File: config.mk
export PLATFORM = sky130hd
export DESIGN_NAME = plab4_net_router_input_queue_sep
export DESIGN_NICKNAME = d
export VERILOG_FILES = /design/src/rtl/plab4_net_router_input_queue_sep.sv
export SDC_FILE = /design/constraint.sdc
export NUM_CORES = 1
export LEC_CHECK = 0
export CAP_MARGIN = 25
export CORE_MARGIN = 2
export CORE_UTILIZATION = 46
export DETAILED_ROUTE_END_ITERATION = 6
export PLACE_DENSITY = 0.85
export SETUP_SLACK_MARGIN = 0.1
export SLEW_MARGIN = 20
export SYNTH_ARGS = -nofsm -noshare
export SYNTH_HDL_FRONTEND = slang
export SYNTH_SLANG_ARGS = --single-unit
File: constraint.sdc
create_clock -name clk -period 3 [get_ports clk]
set_clock_uncertainty 0.15 [all_clocks]
set_input_delay 0.6 -clock clk [delete_from_list [all_inputs] [get_ports clk]]
set_output_delay 0.6 -clock clk [all_outputs]
set_load 0.01 [all_outputs]
File: src/rtl/plab4_net_router_input_queue_sep.sv
`default_nettype none
//------------------------------------------------------------------------------
// Module  : plab4_net_router_input_queue_sep
// Brief   : Router input queue with one private circular FIFO per security
//           domain. Inbound flits are steered by their domain bit; each FIFO
//           presents its head flit, valid and destination to the arbiter.
// Revision: 1.0 - initial release
//------------------------------------------------------------------------------
module plab4_net_router_input_queue_sep #(
  parameter  int p_msg_nbits   = 44,
  parameter  int p_num_routers = 8,
  parameter  int p_num_entries = 2,
  parameter  int p_dest_msb    = 43,
  localparam int c_dest_nbits  = $clog2(p_num_routers),
  localparam int c_cnt_nbits   = $clog2(p_num_entries + 1)
) (
  input  logic                    clk,
  input  logic                    reset,
  input  logic [p_msg_nbits-1:0]  in_msg,
  input  logic                    in_domain,
  input  logic                    in_val,
  output logic                    in_rdy,
  output logic [p_msg_nbits-1:0]  out_msg_d1,
  output logic                    out_val_d1,
  input  logic                    out_rdy_d1,
  output logic [c_dest_nbits-1:0] dest_d1,
  output logic [p_msg_nbits-1:0]  out_msg_d2,
  output logic                    out_val_d2,
  input  logic                    out_rdy_d2,
  output logic [c_dest_nbits-1:0] dest_d2
);

  // A depth-1 queue still needs a 1-bit pointer to index its single slot.
  localparam int c_ptr_nbits = (p_num_entries > 1) ? $clog2(p_num_entries) : 1;
  localparam logic [c_ptr_nbits-1:0] c_last_ptr = c_ptr_nbits'(p_num_entries - 1);
  localparam logic [c_cnt_nbits-1:0] c_full_cnt = c_cnt_nbits'(p_num_entries);

  logic [c_cnt_nbits-1:0] w_count    [2];
  logic [p_msg_nbits-1:0] w_head_msg [2];
  logic [1:0]             w_out_rdy;
  logic                   w_in_rdy;

  assign w_out_rdy = {out_rdy_d2, out_rdy_d1};

  // Acceptance looks only at the selected queue's registered count, so a
  // dequeue in the same cycle never frees a slot for the incoming flit.
  assign w_in_rdy = in_domain ? (w_count[1] != c_full_cnt)
                              : (w_count[0] != c_full_cnt);
  assign in_rdy   = w_in_rdy;

  for (genvar d = 0; d < 2; d++) begin : g_dom
    logic [p_msg_nbits-1:0] mem_q [p_num_entries];
    logic [c_ptr_nbits-1:0] head_q, head_d;
    logic [c_ptr_nbits-1:0] tail_q, tail_d;
    logic [c_cnt_nbits-1:0] count_q, count_d;
    logic                   w_enq;
    logic                   w_deq;

    assign w_enq = in_val && w_in_rdy && (in_domain == 1'(d));
    assign w_deq = (count_q != '0) && w_out_rdy[d];

    // Next-state pointers and occupancy; explicit wrap handles any depth.
    always_comb begin
      head_d  = head_q;
      tail_d  = tail_q;
      count_d = count_q;
      if (w_enq) begin
        tail_d = (tail_q == c_last_ptr) ? '0 : tail_q + 1'b1;
      end
      if (w_deq) begin
        head_d = (head_q == c_last_ptr) ? '0 : head_q + 1'b1;
      end
      case ({w_enq, w_deq})
        2'b10:   count_d = count_q + 1'b1;
        2'b01:   count_d = count_q - 1'b1;
        default: count_d = count_q;
      endcase
    end

    // Pointer and count registers; reset discards all queued flits.
    always_ff @(posedge clk or negedge reset) begin
      if (!reset) begin
        head_q  <= '0;
        tail_q  <= '0;
        count_q <= '0;
      end else begin
        head_q  <= head_d;
        tail_q  <= tail_d;
        count_q <= count_d;
      end
    end

    // Flit storage; contents are only meaningful under a valid count.
    always_ff @(posedge clk) begin
      if (w_enq) begin
        mem_q[tail_q] <= in_msg;
      end
    end

    assign w_head_msg[d] = (count_q != '0) ? mem_q[head_q] : '0;
    assign w_count[d]    = count_q;
  end

  assign out_msg_d1 = w_head_msg[0];
  assign out_val_d1 = (w_count[0] != '0);
  assign dest_d1    = w_head_msg[0][p_dest_msb -: c_dest_nbits];

  assign out_msg_d2 = w_head_msg[1];
  assign out_val_d2 = (w_count[1] != '0);
  assign dest_d2    = w_head_msg[1][p_dest_msb -: c_dest_nbits];

endmodule
`default_nettype wire

==> results.toml <==
[run_status]
outcome = "complete, no violations"

[floorplan]
die-area_um2 = 16500
die_y_um = 128
core_area_um2 = 15100
start_util = 0.470
die_x_um = 128
ios = 147
std_cell_rows = 45

[grt]
grtUsageMet1 = 0.219
antenna_found_initial = 0
grt_pass1_vias = 4154
grt_max_degree = 45
busiest_layer = "met2"
grt_usage = 0.179
grt_pass1_wl_mm = 21.9
grt_overflow_total = 0
grt_util_met2 = 0.312
use_met3 = 0.0536

[route]
vias = 3969
totalWireLength_mm = 14.4
drt_iter0_markers = 255
postRouteAntennaNets = 0
drc = 0
wire_per_inst_um = 18.7
drtPass1Iterations = 4
viasPerCell = 5.16

[clock_network]
insertion_delay_ns = 0.41
cts_buffers = 17
root_buffer = "clkbuf_16"
cts.clk_slew.worst_paths_ns = 0.06
cts.sinks = 184
cts_max_level = 4
cts_buffer_depth = 2
cts_tree = "done"
post-cts-setup-buffers = 0

[timing]
fmax_mhz = 358
maxSlewHeadroom = 0.725
period_needed_ns = 2.79
setup_slack_ns = 0.208
finalHoldViolations = 0
finalSetupViolCount = 0
worstMarginPinSlew_ns = 0.411
holdWs_ns = 0.330
rsz0062_at_grt = "no"
fin_crit_sh = 0.931
tns_ns = 0
finalMaxSlewViolations = 0

[power_and_ir_drop]
design_power_total_w = 0.00919
ir_worst_vdd_mv = 0.453
p_per_area_nw_per_um2 = 984
leakagePower_nw = 3.40

[worst_setup_path]
critPathLaunchType = "flip-flop"
slowest_delay_ns = 0.57
cp.arrival_ns = 2.04
path_class = "reg2out"
path_cells = "buf_4, mux2i_1, nor2_1, clkdlybuf4s50_1"
slowest_stage = "clkdlybuf4s50_1"
r2r_end = "g_dom[1].count_q[1]"
cp-end-kind = "primary output"
path_max_fanout = 21
worst-r2r-cell-count = 7
required_ns = 2.25
r2r_slack_ns = 1.04
crit-reg2reg-launch = "g_dom[1].count_q[0]"

[yosys]
synth_area_leaders = "edfxtp_1, mux2i_1, nor2_1"
ys_async_sr_fraction = 0.0435
synthCells = 415
ys_ff_latch = 184
synth_edf_count = 176
synth-main-ff-cell = "edfxtp_1"
ys_warn_count = 0
yosys.area.top_type = "edfxtp_1"
synth_sequential_area_ratio = 0.771
synth_nets = 467
synth_commonest_cells = "edfxtp_1, nor2_1, mux2i_1"
synth_top_cell_area_share = 0.743
post-synth-top-count-cell = "edfxtp_1"
postSynthAreaPerCell_um2 = 17.1
yosysUniqueCellTypes = 18
syn-cell-area_um2 = 7110

[placement]
gp_congestion = 0.780
portBuffers = 146
place_hpwl_mm = 9.19
pre_cts_ws_ns = 0.342

[cells_and_area]
finalNetCount = 622
diodes = 0
area_delta_synth_final_pct = 31.2
layout-drive-gt1-share = 0.0861
utilization = 0.616

[run]
cap_viol_max_count = 0

[hold_path]
hold_path_class = "in2async"
[critical path, delay by kind of cell (launching register included)]
| family | cells | cell delay, ns |
|---|---|---|
| buffers and inverters | 2 | 0.93 |
| DFF | 1 | 0.37 |
| muxes | 1 | 0.14 |
| and+or+nand+nor | 1 | 0.17 |
[logic make-up (layout without fill, tap and decap cells)]
group,count (synthesis),in the layout,share of synthesized area
mux,89,89,0.125
xor+xnor,10,10,0.0123
buf+inv,28,194,0.0288
fa+ha+maj,2,2,0.00352
flops,184,184,0.771
simple gates,102,102,0.0588
[placed cells by master (no fill, tap or decap), drive strengths merged, types with 4 or more instances in the layout]
cell	netlist	layout
mux2i	88	88
clkdlybuf4s50	0	146
clkbuf	0	21
xor2	4	4
clkinv	0	5
inv	4	4
xnor2	6	6
nor2	96	96
dfrtp	8	8
edfxtp	176	176
buf	24	14
[timing repair]
item	4_1_cts	5_1_grt
hold buffers	0	0
gates resized for setup	1	1
endpoints found under the setup margin	1	2
[cell type report]
type	instances	area (um2)
flip-flops and latches	184	5490
inverters	4	15.0
clock buffers	21	440
well taps	188	235
repair buffers	160	1600
multi-input cells	203	1450
fillers	1101	5810
clock inverters	9	104
[sequential cells by signal (all words and copies together), names as in the netlist]
register / cells
g_dom.count_q: 4
g_dom.head_q: 2
g_dom.tail_q: 2
g_dom.mem_q: 176
[per-layer routing]
layer	share of wire	wire length [um]	vias up
met5	0	0	-
met4	0.0084	120	0
met3	0.056	808	11
met2	0.52	7430	143
met1	0.42	6010	1998
li1	-	-	1817
[worst max-delay path by stage]
stage | depth (start not counted) | slack, ns | to | startpoint
floorplan | 2 | -0.29 | g_dom[0].mem_q[0][0] | in_domain
finish | 4 | 0.21 | out_msg_d1[24] | g_dom[0].head_q
global route | 4 | 0.13 | out_msg_d1[24] | g_dom[0].head_q
detailed placement | 3 | 0.34 | in_rdy | in_domain
CTS | 4 | 0.15 | dest_d1[1] | g_dom[0].head_q
global placement | 3 | 0.34 | in_rdy | in_domain
[through the flow]
stage                     area, um2  instances
after global routing           9330        769
after floorplan                7120        415
after detailed placement       8780        739
final                          9330        769
after global placement         8780        739
after CTS                      9330        769
[power breakdown]
| part | leakage [nW] | switching [W] | internal [W] | total (W) |
|---|---|---|---|---|
| clock network | 0.256 | 0.000871 | 0.00121 | 0.00208 |
| registers | 1.70 | 0.000141 | 0.00321 | 0.00336 |
| logic | 1.45 | 0.00186 | 0.00189 | 0.00375 |
| total | 3.40 | 0.00287 | 0.00632 | 0.00919 |
(Power assumes the default switching activity.)
==> patch: new RTL, config.mk and constraints unchanged <==
Change the parameter `p_num_entries` from 2 to 4.
--- a/src/rtl/plab4_net_router_input_queue_sep.sv
+++ b/src/rtl/plab4_net_router_input_queue_sep.sv
@@ -11,3 +11,3 @@
   parameter  int p_num_routers = 8,
-  parameter  int p_num_entries = 2,
+  parameter  int p_num_entries = 4,
   parameter  int p_dest_msb    = 43,
Formal check against the unedited RTL: not equivalent (a bounded check fails within 4 cycles, from zero or initial values and one cycle with reset low).
==> patch against the unedited design <==
- area after synthesis up 100%
- synthesized cell count up 56%
- routed wire length up 120%
- worst setup slack worse by 0.18 ns
- worst hold slack better by 0.030 ns
- design area up 95%
- power up 100%
- largest cell class unchanged
- sequential power up 95%
- highest routed layer unchanged
- sequential cell count up 182
- largest power group unchanged
- critical path depth up 3
==> patch: results (changes against the unedited design) <==
* Full die area at 32500 um2 (+97%)
* Leak Pwr at 6.33 nW (+86%)
* Pre-Repair DR Iteration Count at 5 (+1)
* Vias in the first global route at 7529 (+81%)
* Routed len/inst at 24.4 um (+31%)
* Top cells by area, synth: edfxtp_1 (74%), mux4_2 (14%), and2_1 (4.2%), dfrtp_1 (2.5%), ha_1 (1.1%)
* CP max stage cell: dfrtp_4
* Worst Tran Pin Value at 0.712 ns (+0.301 ns)
* Initial antenna violation count at 1 (+1)
* Syn nets at 711 (+52%)
* Async set-reset flop share out of synthesis at 0.0383 (-0.00523)
* Sequential-to-total area share from yosys stat at 0.765 (-0.00608)
* Largest net degree at the start of global routing at 47 (+4.4%)
* Gr usage total at 0.193 (+0.0142)
* Post-DP HPWL at 17400 um (+90%)
* Max IR drop VDD at 883 uV (+95%)
* Post-layout instance count excluding filler cells at 1276 (+66%)
* Cell variety after synth at 25 (+7)
* Peak fanout along the critical path at 4 (-81%)
* Filler cells at 2133 (+94%)
* Mean number of vias per cell at 5.53 (+7.1%)
* First-pass GRT wire length at 46900 um (+110%)
* Status: complete, no violations
* Placed cells at 1182 (+60%)
* Place WS at 0.247 ns (-0.0947 ns)
* Max incr delay on CP at 0.51 ns (-0.06 ns)
* Placer's final routability congestion estimate at 0.691 (-11%)
[patch: cell types whose count changed after synthesis, sizes merged, moves of 7 or more]
cell,unedited run,this run
clkbuf,0,7
inv,4,12
and2,2,98
edfxtp,176,352
mux2,1,8
mux4,0,88
nor2,96,8
ha,2,12
mux2i,88,1
[patch: area by class of cell]
| class | count | area, um2 | share of cell area |
|---|---|---|---|
| Sequential cell | 366 | 10900 | 0.600 |
| Multi-Input combinational cell | 232 | 3230 | 0.177 |
| Timing Repair Buffer | 201 | 2340 | 0.128 |
| Clock buffer | 45 | 977 | 0.0536 |
| Tap cell | 396 | 495 | 0.0272 |
| Clock inverter | 23 | 206 | 0.0113 |
| Inverter | 12 | 45.0 | 0.00247 |
| Antenna cell | 1 | 2.50 | 0.000137 |
[patch: path summary, 6_finish.rpt]
path | from | endpoint | slack [ns] | depth (start not counted)
worst max-delay path | g_dom[1].head_q[0]$_DFFE_PN0P_ | out_msg_d2[28] | 0.03 | 7
worst min register to register | g_dom[1].count_q[0]$_DFFE_PN0P_ | g_dom[1].count_q[0]$_DFFE_PN0P_ | 0.37 | 1
worst max register to register | g_dom[0].count_q[0]$_DFFE_PN0P_ | g_dom[0].count_q[2]$_DFFE_PN0P_ | 0.53 | 9
max in group asynchronous | reset | g_dom[1].head_q[1]$_DFFE_PN0P_ | 1.81 | 1
min in group clk | g_dom[1].count_q[0]$_DFFE_PN0P_ | g_dom[1].count_q[0]$_DFFE_PN0P_ | 0.37 | 1
worst min-delay path | reset | g_dom[1].tail_q[1]$_DFFE_PN0P_ | 0.36 | 1
[patch: cell families after synthesis]
group           Yosys count  share of synthesized area
flops                   366                      0.765
simple gates            112                     0.0480
mux                      97                      0.147
buf+inv                  49                     0.0213
fa+ha+maj                14                     0.0133
xor+xnor                  6                    0.00368
compound gates            3                    0.00114
[patch: power breakdown]
part	switching (W)	internal, W
logic	0.00328	0.00453
registers	0.000269	0.00627
clock network	0.00187	0.00260
[patch: timing repair]
item,in CTS,in global routing
pin swaps,21,0
endpoints found under the setup margin,96,68
buffers inserted,18,3
cloned,9,0
resized for setup,455,55
[patch: per-layer routing]
layer / part of all wire / GRT usage / vias to the layer above
met5: 0 / 0 / -
met4: 0.018 / 0.0442 / 0
met3: 0.073 / 0.0386 / 43
met2: 0.53 / 0.345 / 312
met1: 0.38 / 0.246 / 3699
li1: - / - / 2998
[patch: stage by stage]
stage / util / instance area (um2) / hold slack (ns)
after floorplan: - / 14300 / 0.154
after global placement: 0.539 / 16500 / 0.318
after detailed placement: 0.539 / 16500 / 0.327
after CTS: 0.591 / 18100 / 0.351
after global routing: 0.596 / 18200 / 0.392
final: 0.596 / 18200 / 0.361
